<file path="src/rtl/inv_sbox_decoder.sv">
// Inverse S-box decoder: reads the forward table after start, builds inv[sbox[i]] = i, flags duplicates, then decodes pixels.
// Latency: build takes 1 + 2**DATA_W + RD_LAT cycles from start to inv_ready; pixel decode has 1-cycle latency.
// Backpressure: valid/ready; output register holds while pix_out_ready is low; input stalls unless the output slot frees.
//
// Ports:
//   clk, rst                      clock, asynchronous active-high reset
//   start                         build request pulse
//   sbox_rd_en/addr/data          forward-table read port (data returns RD_LAT cycles after the strobe)
//   inv_ready, build_err          table built / duplicate forward value found (sticky until next build)
//   pix_in_valid/ready/data       encrypted pixel stream in
//   pix_out_valid/ready/data      inverse-substituted pixel stream out
module inv_sbox_decoder #(
    parameter int DATA_W = 8,
    parameter int RD_LAT = 1
) (
    input  logic              clk,
    input  logic              rst,
    input  logic              start,
    output logic              sbox_rd_en,
    output logic [DATA_W-1:0] sbox_rd_addr,
    input  logic [DATA_W-1:0] sbox_rd_data,
    output logic              inv_ready,
    output logic              build_err,
    input  logic              pix_in_valid,
    output logic              pix_in_ready,
    input  logic [DATA_W-1:0] pix_in_data,
    output logic              pix_out_valid,
    input  logic              pix_out_ready,
    output logic [DATA_W-1:0] pix_out_data
);

    localparam int DEPTH = 2**DATA_W;
    localparam int PE_W  = DATA_W + 1;          // one pipe entry: {valid, addr}
    localparam int PW    = RD_LAT * PE_W;
    localparam logic [2:0] DRAIN_LAST = 3'(RD_LAT - 1);

    typedef enum logic [2:0] {
        S_IDLE,
        S_CLEAR,
        S_READ,
        S_DRAIN,
        S_READY,
        S_ERROR
    } state_t;

    state_t              state_q;
    logic                rd_en_q;
    logic [DATA_W-1:0]   rd_addr_q;
    logic [PW-1:0]       pipe_q;                // newest entry in the low bits
    logic [DEPTH-1:0]    seen_q;
    logic                err_q;
    logic                build_err_q;
    logic                inv_ready_q;
    logic                defer_q;
    logic [2:0]          drain_cnt_q;
    logic                out_vld_q;
    logic [DATA_W-1:0]   out_dat_q;
    logic [DATA_W-1:0]   inv_mem [DEPTH];

    logic                ret_vld;
    logic [DATA_W-1:0]   ret_addr;
    logic                err_d;
    logic                in_acc;

    // The oldest pipe entry lines up with the data arriving this cycle.
    assign {ret_vld, ret_addr} = pipe_q[PW-1 -: PE_W];

    // Folds in a duplicate found on the very last return, so DRAIN decides on the complete picture.
    assign err_d = err_q | (ret_vld & seen_q[sbox_rd_data]);

    assign pix_in_ready = (state_q == S_READY) && !defer_q && (!out_vld_q || pix_out_ready);
    assign in_acc       = pix_in_valid && pix_in_ready;

    assign sbox_rd_en    = rd_en_q;
    assign sbox_rd_addr  = rd_addr_q;
    assign inv_ready     = inv_ready_q;
    assign build_err     = build_err_q;
    assign pix_out_valid = out_vld_q;
    assign pix_out_data  = out_dat_q;

    // Inverse table: plain storage, contents meaningless until a build completes.
    always_ff @(posedge clk) begin
        if (ret_vld) begin
            inv_mem[sbox_rd_data] <= ret_addr;
        end
    end

    always_ff @(posedge clk or posedge rst) begin
        if (rst) begin
            state_q     <= S_IDLE;
            rd_en_q     <= 1'b0;
            rd_addr_q   <= '0;
            pipe_q      <= '0;
            seen_q      <= '0;
            err_q       <= 1'b0;
            build_err_q <= 1'b0;
            inv_ready_q <= 1'b0;
            defer_q     <= 1'b0;
            drain_cnt_q <= '0;
            out_vld_q   <= 1'b0;
            out_dat_q   <= '0;
        end else begin
            pipe_q <= (pipe_q << PE_W) | PW'({rd_en_q, rd_addr_q});

            if (ret_vld) begin
                seen_q[sbox_rd_data] <= 1'b1;
                err_q                <= err_d;
            end

            if (in_acc) begin
                out_vld_q <= 1'b1;
                out_dat_q <= inv_mem[pix_in_data];
            end else if (pix_out_ready) begin
                out_vld_q <= 1'b0;
            end

            case (state_q)
                S_IDLE: begin
                    if (start) begin
                        state_q <= S_CLEAR;
                    end
                end
                S_CLEAR: begin
                    seen_q      <= '0;
                    err_q       <= 1'b0;
                    build_err_q <= 1'b0;
                    rd_en_q     <= 1'b1;
                    rd_addr_q   <= '0;
                    state_q     <= S_READ;
                end
                S_READ: begin
                    // Address wraps back to 0 as the last read issues.
                    rd_addr_q <= rd_addr_q + 1'b1;
                    if (rd_addr_q == {DATA_W{1'b1}}) begin
                        rd_en_q     <= 1'b0;
                        drain_cnt_q <= '0;
                        state_q     <= S_DRAIN;
                    end
                end
                S_DRAIN: begin
                    if (drain_cnt_q == DRAIN_LAST) begin
                        if (err_d) begin
                            build_err_q <= 1'b1;
                            state_q     <= S_ERROR;
                        end else begin
                            inv_ready_q <= 1'b1;
                            state_q     <= S_READY;
                        end
                    end else begin
                        drain_cnt_q <= drain_cnt_q + 3'd1;
                    end
                end
                S_READY: begin
                    if (defer_q) begin
                        // Rebuild only once the pending pixel has left the output register.
                        if (!out_vld_q || pix_out_ready) begin
                            defer_q <= 1'b0;
                            state_q <= S_CLEAR;
                        end
                    end else if (start) begin
                        inv_ready_q <= 1'b0;
                        if (out_vld_q) begin
                            defer_q <= 1'b1;
                        end else begin
                            state_q <= S_CLEAR;
                        end
                    end
                end
                S_ERROR: begin
                    if (start) begin
                        state_q <= S_CLEAR;
                    end
                end
                default: state_q <= S_IDLE;
            endcase
        end
    end

endmodule

</file>
<file path="config.mk">
export PLATFORM = sky130hd
export DESIGN_NAME = inv_sbox_decoder
export DESIGN_NICKNAME = d
export VERILOG_FILES = /design/src/rtl/inv_sbox_decoder.sv
export SDC_FILE = /design/constraint.sdc
export NUM_CORES = 2
export LEC_CHECK = 0
export BUFFER_PORTS_ARGS = -buffer_cell sky130_fd_sc_hd__buf_2
export CORE_UTILIZATION = 45
export CTS_BUF_LIST = sky130_fd_sc_hd__clkbuf_4 sky130_fd_sc_hd__clkbuf_8
export DETAILED_ROUTE_END_ITERATION = 6
export HOLD_SLACK_MARGIN = 0.05
export PLACE_DENSITY = 0.7
export SLEW_MARGIN = 15
export SYNTH_ARGS = -nofsm -noshare
export SYNTH_HDL_FRONTEND = slang
export SYNTH_SLANG_ARGS = --single-unit
</file>
<file path="constraint.sdc">
create_clock -name clk -period 19.6 [get_ports clk]
set_input_delay 4.9 -clock clk [delete_from_list [all_inputs] [get_ports clk]]
set_output_delay 4.9 -clock clk [all_outputs]
set_load 0.01 [all_outputs]
</file>
== Word-level counts from Yosys, hierarchy flattened ==
Memories as Yosys holds them, arrays and structs flattened. A register that Yosys moved wholly into a read port is not among the register bits.
Cells that the tools add are included.

* Flip-flop bits (word level): 285
* Bits in latches: 0
* Bits in writable memories: 2048
* Bits in read-only memories: 0
* Input bits: 21
* Output and inout bits: 21
* Logic and storage cells: 96
* Memories kept: 1

{| class="wikitable"
|+ Memory list
! memory !! words !! width !! rd ports !! clocked after Yosys merged registers in !! write ports !! RTL line !! RTL
|-
| inv_mem || 256 || 8 || 1 || 1 || 1 || 58 || <nowiki>logic [DATA_W-1:0] inv_mem [DEPTH];</nowiki>
|}

* Add/subtract/negate cells: 2
* $mul: 0
* Divide/modulo/power cells: 0
* $lt $le $gt $ge: 2
* Equality and inequality tests: 17
* Shift-type cells: 0
* Multiplexer cells: 39
* Bitwise logic cells: 3
* Reduce and logical (&&, ||, !) cells: 21

{| class="wikitable"
|+ Operators by type and width
! kind !! count
|-
| 256-bit 2-to-1 mux || 2
|-
| 256-bit bitwise OR || 1
|-
| 3-bit 2-to-1 mux || 9
|-
| 1-bit 2-to-1 mux || 20
|-
| 8-bit one-hot mux with 2 select lines || 1
|-
| 3-bit one-hot mux with 5 select lines || 1
|-
| 2-bit != test (second input constant) || 7
|-
| 2-bit nonzero test || 6
|-
| 8-bit by 9-bit < comparator with 1-bit output (second input constant) || 1
|-
| 8-bit by 1-bit adder with 8-bit output (second input constant) || 1
|-
| 1-bit binary-select mux with 8-bit select || 1
|-
| 1-bit demux with 8-bit select || 1
|-
| 8-bit == test (second input constant) || 1
|-
| 8-bit by 1-bit greater-or-equal comparator with 1-bit output (second input constant) || 1
|-
| 3-bit by 2-bit == test with 1-bit output (second input constant) || 2
|-
| 3-bit == test (second input constant) || 2
|-
| 3-bit logical NOT || 2
|-
| 3-bit != test (second input constant) || 2
|-
| 1-bit one-hot mux with 2 select lines || 3
|-
| 3-bit one-hot mux with 2 select lines || 1
|-
| 3-bit AND reduction || 2
|-
| 6-bit AND reduction || 1
|-
| 5-bit AND reduction || 1
|-
| 1-bit logical AND || 4
|-
| other kinds (10) || 11
|}

== Depth between registers and ports, before layout ==
* Word-level depth: 7
* Depth in mapped cells: 11

== Least setup slack after synthesis ==
OpenSTA, ideal clock, no wires.

* Path kind: input port to output port
* Start point: input port pix_out_ready
* End point: output port pix_in_ready
* Arrival: 5.305 ns
* Required time: 14.700 ns
* Setup slack: 9.395 ns
* Stages on the path: 2
* Buffers on the path: 0
* Cell sequence: nor2b_1 -> nor3_1

* Longest elaborated chain between the ends: 2

{| class="wikitable"
|+ RTL lines
! what !! RTL line !! RTL
|-
| start: declaration || 28 || <nowiki>input logic pix_out_ready,</nowiki>
|-
| 1-bit logical OR || 71 || <nowiki>assign pix_in_ready = (state_q == S_READY) && !defer_q && (!out_vld_q || pix_out_ready);</nowiki>
|-
| 1-bit logical AND || 71 ||
|-
| end: declaration || 25 || <nowiki>output logic pix_in_ready,</nowiki>
|}

No other way between the ends.

== Worst setup path in the final report ==
Ends and elaborated chain as after synthesis.

==> flow_summary.ini <==
[grt]
grt_max_degree = 238
track_usage = 0.220
grt_overflow_total = 0
antenna_found_initial = 16
grt_pass1_vias = 47500
grt_pass1_wl_um = 327000

[cts]
h-tree-depth = 5
post-cts-setup-buffers = 0
numCtsBuffers = 377
clk_path_buf_depth = 4
cts.clk_slew.worst_paths_ns = 0.06
insertion_delay_ns = 1.06
cts-root-buf = clkbuf_8
cts_resized = 0
cts_tree = yes
cts_hold_buf = 0
cts_sinks = 2341

[sta]
fmax_mhz = 95.9
worst-slew-pin-transition_ns = 1.70
setup_viol = 0
post-route-period-util = 0.532
finalHoldViolations = 0
rsz0062_at_grt = false
fin_setup_tns_ns = 0
min_period_ns = 10.42
relSlewSlack = -0.131
fin_skew_ns = 0.0749
slew_violations = 133

[yosys]
synth_edf_count = 2048
yosysMostFrequentCell = edfxtp_1
synth_top_area_share = 0.678
yosysSeqAreaShare = 0.759
yosysWarnings = 0
synth_cells = 4602
ys_ff_latch = 2341
syn_avg_cell_area_um2 = 19.7
async_reset_ff_frac = 0.125
synth_top_flop_cell = edfxtp_1
syn-num-nets = 4626
synth_common_cells = 2,048 x edfxtp_1, 759 x nor2_1, 572 x mux4_2
yosysTopAreaCell = edfxtp_1
synth_area_leaders = edfxtp_1 68%, mux4_2 14%, dfrtp_1 8.1%
yosys.cell_types.count = 58
syn_area_mm2 = 0.0907

[floorplan]
row_count = 164
initial_core_util = 0.454
core_area_mm2 = 0.200
die_x_um = 451
ios = 42
fp.dieH_um = 451
die_area_mm2 = 0.203

[setup_path]
endpoint_kind = output port
crit_required_ns = 14.70
crit_type = in -> out
path_max_fanout = 4
arrival_ns = 5.52
cp-start-kind = input pin

[routing]
wire_per_inst_um = 28.7
drcViolationCount = 2
drt_iter0_markers = 5874
drt_first_pass_iters = 7
routed_wl_um = 224000
via_per_inst = 6.04
ant_nets = 0
vias = 47000

[placement]
io_buffer_count = 41
gp_congestion = 0.842
hpwl_um = 132000

[power]
powerDensity_mw_per_mm2 = 103
power.leakage_nw = 35.5
vdd_drop_max_v = 0.000173
totalPowerFinal_mw = 10.4

[finish]
drive_gt1_frac = 0.263
syn_to_final_growth_pct = 11.5
nNetsFinal = 4857

[min_path]
hp-class = reg -> reg

[run_status]
status = finished, violations left
violations = DRC, slew limit

[job]
maxCapViolations = 0
[layout by cell type (no fill, tap or decap), drive strengths merged, types with 68 or more instances in the layout]
cell type / instances
clkinv: 95
dfrtp: 293
a22o: 98
nor2: 759
a22oi: 68
buf: 133
clkbuf: 557
edfxtp: 2048
mux4: 574
a221oi: 97
[stage by stage]
step            util  hold WS, ns  std cells  area (um2)  worst slack, ns
2_1_floorplan      -        0.435       4602       90700             6.61
3_3_place_gp   0.468        0.403       7109       93500             9.05
3_5_place_dp   0.468        0.403       7109       93500             9.08
4_1_cts        0.505        0.417       7778      101000             9.17
5_1_grt        0.506        0.422       7783      101000             9.10
6_report       0.506        0.410       7788      101000             9.18
[power breakdown]
group / total [mW] / leakage (nW) / internal (mW) / switching (mW)
Sequential: 5.60 / 24.9 / 5.51 / 0.0888
Clock: 4.18 / 3.97 / 2.31 / 1.87
Combinational: 0.609 / 6.66 / 0.161 / 0.448
Total: 10.4 / 35.5 / 7.98 / 2.41
[metal layers]
layer,vias to the layer above,share of wire,global-route usage,wire [um]
li1,19200,-,-,-
met1,24700,0.39,0.298,86400
met2,2608,0.47,0.337,105000
met3,501,0.10,0.0581,22900
met4,8,0.042,0.0942,9490
met5,-,0.00024,0,53
[sequential cells by signal (all words and copies together) (netlist names)]
name,flops
inv_mem,2048
seen_q,256
pipe_q,9
pix_out_data,8
sbox_rd_addr,8
drain_cnt_q,3
state_q,3
build_err,1
defer_q,1
err_q,1
inv_ready,1
pix_out_valid,1
sbox_rd_en,1
[cell type report]
class / count / area (um2)
sequential: 2341 / 68900
clock inverter: 112 / 733
fill: 15800 / 98800
antenna: 9 / 22.5
clock buffer: 557 / 6720
inverter: 10 / 45.0
multi-input combinational: 1970 / 20300
tap: 2656 / 3320
timing repair buffer: 133 / 1020
[path summary, 6_finish.rpt]
kind                                   startpoint                         to  slack, ns  cells after the start
setup / recovery                    pix_out_ready               pix_in_ready       9.18                      4
setup reg to reg              pipe_q[8]$_DFF_PP0_  inv_mem[195][7]$_DFFE_PP_      16.18                      3
min in group asynchronous                     rst    seen_q[132]$_DFFE_PP0P_       3.96                      2
max in group asynchronous                     rst    seen_q[125]$_DFFE_PP0P_      12.55                      5
hold / removal             sbox_rd_en$_DFFE_PP0P_        pipe_q[8]$_DFF_PP0_       0.41                      0
hold reg to reg            sbox_rd_en$_DFFE_PP0P_        pipe_q[8]$_DFF_PP0_       0.41                      0
[critical path: stages]
cell,delay [ns]
buf_2,0.09
nor2b_1,0.05
nor3_1,0.28
buf_2,0.20
[logic make-up after synthesis]
group                      share of synthesized area
AOI/OAI and AO/OA                             0.0384
adders and majority gates                   0.000414
buffers and inverters                         0.0171
DFF                                            0.759
muxes                                          0.144
and+or+nand+nor                               0.0406
Power figures use the tool's default switching activity.
